--- config.mk ---
export PLATFORM = sky130hd
export DESIGN_NAME = adc_baseline_cal
export DESIGN_NICKNAME = d
export VERILOG_FILES = /design/src/rtl/adc_baseline_cal.sv
export SDC_FILE = /design/constraint.sdc
export NUM_CORES = 1
export LEC_CHECK = 0
export CAP_MARGIN = 0
export CORE_ASPECT_RATIO = 0.75
export CORE_UTILIZATION = 30
export CTS_CLUSTER_DIAMETER = 60
export DETAILED_ROUTE_END_ITERATION = 16
export SETUP_SLACK_MARGIN = 0.15
export SLEW_MARGIN = 5
export SYNTH_ARGS = -nofsm -noshare
export SYNTH_HDL_FRONTEND = slang
export SYNTH_SLANG_ARGS = --single-unit
--- constraint.sdc ---
create_clock -name clk -period 11 [get_ports clk]
set_input_delay 1.1 -clock clk [delete_from_list [all_inputs] [get_ports clk]]
set_output_delay 1.1 -clock clk [all_outputs]
set_load 0.01 [all_outputs]
--- src/rtl/adc_baseline_cal.sv ---
// Per-channel ADC baseline calibration: averages 2**LOG2_FRAMES aligned 8-channel frames
// on request and holds the resulting baselines for the downstream correlation stage.
module adc_baseline_cal #(
    parameter int          LOG2_FRAMES  = 6,
    parameter logic [11:0] DEFAULT_BASE = 12'h800
) (
    input  logic        clk,
    input  logic        reset,
    input  logic [11:0] measure_dataread,
    input  logic [2:0]  measure_fifo_ch,
    input  logic        adc_fifo_write_rq,
    input  logic        cal_start,
    output logic [17:0] b0,
    output logic [18:0] b1,
    output logic [17:0] b2,
    output logic [18:0] b3,
    output logic [17:0] b4,
    output logic [18:0] b5,
    output logic [17:0] b6,
    output logic [18:0] b7,
    output logic        cal_busy,
    output logic        cal_done,
    output logic        cal_valid
);

    localparam int ACC_W = 12 + LOG2_FRAMES;
    localparam int CNT_W = LOG2_FRAMES + 1;
    localparam logic [CNT_W-1:0] LAST_FRAME = CNT_W'((1 << LOG2_FRAMES) - 1);

    typedef enum logic [1:0] {
        IDLE,
        ARM,
        ACCUM,
        LOAD
    } state_t;

    state_t             state_reg;
    state_t             state_next;
    logic [11:0]        sample_reg;
    logic [CNT_W-1:0]   frame_cnt_reg;
    logic               cal_done_reg;
    logic               cal_valid_reg;
    logic [2:0]         index;
    logic               acc_clear;
    logic               acc_en;
    logic               cnt_inc;
    logic               load_en;
    logic [11:0]        base_val [8];

    // Tag 0 lands on b6, tag 2 on b0: the 3-bit add wraps modulo 8.
    assign index = measure_fifo_ch + 3'd6;

    always_ff @(posedge clk or posedge reset) begin
        if (reset) begin
            state_reg <= IDLE;
        end else begin
            state_reg <= state_next;
        end
    end

    // cal_start overrides everything, including a strobe in the same cycle.
    always_comb begin
        state_next = state_reg;
        acc_clear  = 1'b0;
        acc_en     = 1'b0;
        cnt_inc    = 1'b0;
        load_en    = 1'b0;
        if (cal_start) begin
            state_next = ARM;
            acc_clear  = 1'b1;
        end else begin
            case (state_reg)
                IDLE: begin
                    state_next = IDLE;
                end
                ARM: begin
                    if (adc_fifo_write_rq && (measure_fifo_ch == 3'd0)) begin
                        state_next = ACCUM;
                        acc_en     = 1'b1;
                    end
                end
                ACCUM: begin
                    if (adc_fifo_write_rq) begin
                        acc_en = 1'b1;
                        if (measure_fifo_ch == 3'd7) begin
                            cnt_inc = 1'b1;
                            if (frame_cnt_reg == LAST_FRAME) begin
                                state_next = LOAD;
                            end
                        end
                    end
                end
                LOAD: begin
                    load_en    = 1'b1;
                    state_next = IDLE;
                end
                default: begin
                    state_next = IDLE;
                end
            endcase
        end
    end

    assign cal_busy = (state_reg == ARM) || (state_reg == ACCUM);

    always_ff @(posedge clk or posedge reset) begin
        if (reset) begin
            sample_reg    <= 12'd0;
            frame_cnt_reg <= '0;
            cal_done_reg  <= 1'b0;
            cal_valid_reg <= 1'b0;
        end else begin
            sample_reg   <= measure_dataread;
            cal_done_reg <= load_en;
            if (load_en) begin
                cal_valid_reg <= 1'b1;
            end
            if (acc_clear) begin
                frame_cnt_reg <= '0;
            end else if (cnt_inc) begin
                frame_cnt_reg <= frame_cnt_reg + 1'b1;
            end
        end
    end

    assign cal_done  = cal_done_reg;
    assign cal_valid = cal_valid_reg;

    generate
        for (genvar gi = 0; gi < 8; gi++) begin : g_chan
            logic [ACC_W-1:0] acc_reg;
            logic [11:0]      base_reg;

            always_ff @(posedge clk or posedge reset) begin
                if (reset) begin
                    acc_reg <= '0;
                end else if (acc_clear) begin
                    acc_reg <= '0;
                end else if (acc_en && (index == 3'(gi))) begin
                    acc_reg <= acc_reg + ACC_W'(sample_reg);
                end
            end

            // Dropping the low LOG2_FRAMES bits is the truncating divide by the frame count.
            always_ff @(posedge clk or posedge reset) begin
                if (reset) begin
                    base_reg <= DEFAULT_BASE;
                end else if (load_en) begin
                    base_reg <= acc_reg[ACC_W-1:LOG2_FRAMES];
                end
            end

            assign base_val[gi] = base_reg;
        end
    endgenerate

    assign b0 = {6'd0, base_val[0]};
    assign b1 = {7'd0, base_val[1]};
    assign b2 = {6'd0, base_val[2]};
    assign b3 = {7'd0, base_val[3]};
    assign b4 = {6'd0, base_val[4]};
    assign b5 = {7'd0, base_val[5]};
    assign b6 = {6'd0, base_val[6]};
    assign b7 = {7'd0, base_val[7]};

endmodule
==> results.md <==
- Gr usage total: 0.1502
- Met1 usage: 0.2215
- Clock-pin transition on the worst setup and hold timing paths: around 60 ps
- CTS root buf: clkbuf_16
- Cell count after synthesis: around 1500
- Max Cap Viol: 0
- Layout cells sized above 1: 0.1134
- GPL Wtd Cong: approximately 0.84
- Relative slew slack: 0.3209
- Post-synth EDFFs: 0
- Fillers: roughly 4900
- DRC Markers: 4
- Synth warn: 0
- Slowest-stage cell, CP: dfrtp_1
- Power per cell area: 124.5 mW/mm^2
- Max reg flops: between 100 and 150
- Status: complete, but fails checks
- Final WS setup: 7527 ps
- P_leak: a little over 8 nW
- Post-synth top area share: 0.4226
- Total Die Area: 0.05124 mm^2
- Tmin final: between 3000 and 4000 ps
- Top post-synthesis cells by count: 255 x dfrtp_1, 133 x o21ai_0, 103 x mux2_2
- Post-synthesis register bit count: approximately 260
- Worst Path Arrival: roughly 3900 ps
- Final period util: 0.3158
- Num rows: 70
- CP Launch Point: sample_reg[1]
- Clock Latency Late Sink: about 580 ps
- # setup viols final: 0
- Final hold violations: 0
- Via/cell ratio: ~5.0
- Top delay family on crit path: compound AO/OA/AOI/OAI gates
- Most numerous cell in the Yosys netlist: dfrtp_1
- Hold Slack: between 400 and 500 ps
- Least-Margin Pin Slew: 1019 ps
- Pre-CTS setup slack: 7135 ps
- Post-CTS setup buffer count: 0
- Post-Route WL: approximately 38000 um
- Pre-Repair DR Iteration Count: 13
- Max incr delay on CP: ~650 ps
- Largest net degree at the start of global routing: 117
- Initial Util: 0.3068
- Crit path launch type: register
- Antenna-violating nets left: 0
- CP bufs+invs: 1
- Diodes inserted: 0
- Clock sink count: between 200 and 300
- CP Data Required Time: 11430 ps
- Initial antenna violation count: 1
- Vias in the first global route: ~11000
- Global-route wire length before repair: 61630 um
- Hold-fix buffers, CTS: 0
- Die Y: 196.3 um
- Hold Path Class: register to register
- Layout net count: ~1700
- Total grt overflow: 0
- Critical path endpoint category: register
- Post-synth top area cell: dfrtp_1
- RSZ-0062 raised after global routing: no
- Clock Tree Buf Depth: 3
- Vias: between 10000 and 15000
- Resize count post-CTS: 0
- Worst Clk Skew: 22.94 ps
- Critical path cell sequence: inv_1 > fa_1 > nor2b_1 > o2111ai_1 > and3_1 > o311ai_0 > o21ai_0 > xor2_1 > nor2_1
- Sequential share of the synthesized area: 0.4365
- CP Max Fanout: 9
- CTS tree: done
- Setup CP Type: register to register
- Violated checks: DRC
- Avg Inst Size Synth: slightly above 10 um^2
- Fmax: 287.9 MHz
- Top FF cell, synth: dfrtp_1
- Die Wd: around 260 um
- Hold_sp: cal_valid
- Met2 Use GR: 0.2242
- Most used routing layer: met2
- Core ar.: around 0.05 mm^2
- Max Slew Vio Count: 0
- Maximum vdd drop: between 0.00008 and 0.00009 V
- Ys async rst share: 1.000
- Reg2reg start: sample_reg[1]
- Distinct cells, synth: a little over 60
- DR iter-0 viols: approximately 810
- Hpwl dp: ~26000 um
- Synth-to-layout area growth: 17.20%
- Synth area leaders: dfrtp_1 42%, ha_1 8.3%, mux2_2 7.7%, o21ai_0 4.4%, nand3_1 3.3%
- Layout Utilization: 0.3595
- CTS H-tree lvls: 1
- Ports: 170
- Setup TNS Final: 0 ps
- WL/cell: about 17 um
- # port buffers: between 100 and 150
- Met3 Use GR: 0.02739
- CTS Buf Count: 30
- Mapped Area: roughly 0.015 mm^2
==> cell families after synthesis <==
logic type / count (synthesis) / share of synthesized area
adder cells (fa/ha/maj): 108 / 0.09347
AND/OR/NAND/NOR: 431 / 0.1395
AO/OA/AOI/OAI: 355 / 0.1486
other: 1 / 0.0002484
flip-flops: 263 / 0.4365
buffers and inverters: 148 / 0.05071
multiplexers: 105 / 0.07814
XOR/XNOR: 91 / 0.05278
==> metrics by stage <==
stage                     power [W]  instance area [um^2]  instances
after CTS                  0.002238                 17700       2280
after detailed placement   0.001255                 16750       2225
after floorplan            0.001192                 15290       1553
final                      0.002204                 17700       2280
after global placement     0.001250                 16750       2225
after global routing       0.002297                 17700       2280
==> layer usage <==
metal,part of all wire,vias to the layer above
met3,0.043,62
met2,0.43,214
met1,0.50,5554
li1,-,5568
met5,0.00018,-
met4,0.026,2
==> cell usage in the layout, fill, tap and decap left out, types with 6 or more instances in the layout <==
| cell | Yosys | layout |
|---|---|---|
| nand2_1 | 79 | 79 |
| inv_1 | 47 | 45 |
| o21ai_0 | 133 | 133 |
| nor2_1 | 102 | 102 |
| nor2b_1 | 20 | 19 |
| mux2_2 | 103 | 103 |
| nor3_1 | 33 | 33 |
| clkdlybuf4s50_1 | 0 | 116 |
| o211ai_1 | 12 | 12 |
| xnor2_1 | 35 | 35 |
| clkinv_2 | 0 | 8 |
| nand2b_1 | 19 | 19 |
| a21oi_1 | 55 | 55 |
| clkbuf_8 | 0 | 6 |
| a31oi_1 | 11 | 11 |
| o41ai_1 | 7 | 7 |
| fa_1 | 8 | 8 |
| a31o_2 | 7 | 7 |
| conb_1 | 1 | 52 |
| clkbuf_1 | 38 | 7 |
| a211oi_1 | 21 | 21 |
| nand3_1 | 100 | 100 |
| nand4_1 | 18 | 18 |
| or3_1 | 13 | 13 |
| a21o_1 | 31 | 31 |
| and2_1 | 6 | 6 |
| and3_1 | 18 | 18 |
| buf_4 | 52 | 8 |
| dfstp_2 | 8 | 8 |
| clkbuf_16 | 0 | 30 |
| xor2_1 | 56 | 56 |
| ha_1 | 100 | 100 |
| o21a_1 | 26 | 26 |
| o31ai_1 | 14 | 14 |
| dfrtp_1 | 255 | 255 |
==> layout make-up <==
class	instances	area (um^2)	share of cell area
repair buffers	125	1226	0.06929
well taps	648	810.8	0.04581
flip-flops and latches	263	6591	0.3725
multi-input cells	1142	7941	0.4487
inverters	47	183.9	0.01039
clock buffers	43	859.6	0.04857
clock inverters	12	83.83	0.004737
==> worst reg2reg max path, cell delays in order, from the launching register on <==
cell       delay (ps)
dfrtp_1           650
inv_1             460
fa_1              580
nor2b_1           160
o2111ai_1         170
and3_1            260
o311ai_0          620
o21ai_0           200
xor2_1            180
nor2_1             50
==> power by group <==
part	total [W]	switching, W	internal (W)
clock network	0.000968	0.000424	0.000544
logic	0.000231	0.000143	0.0000881
registers	0.00100	0.0000233	0.000981
==> worst paths after layout <==
kind                                         end  slack (ps)  cells past startpoint
min in group asynchronous  g_chan[3].base_reg[1]        1080                      2
hold / removal                         cal_valid         470                      1
setup / recovery           g_chan[0].acc_reg[12]        7530                      9
setup reg to reg           g_chan[0].acc_reg[12]        7530                      9
max in group asynchronous   g_chan[1].acc_reg[0]        8310                      3
hold reg to reg                        cal_valid         470                      1
No activity file was read; power rests on OpenSTA's default activity.
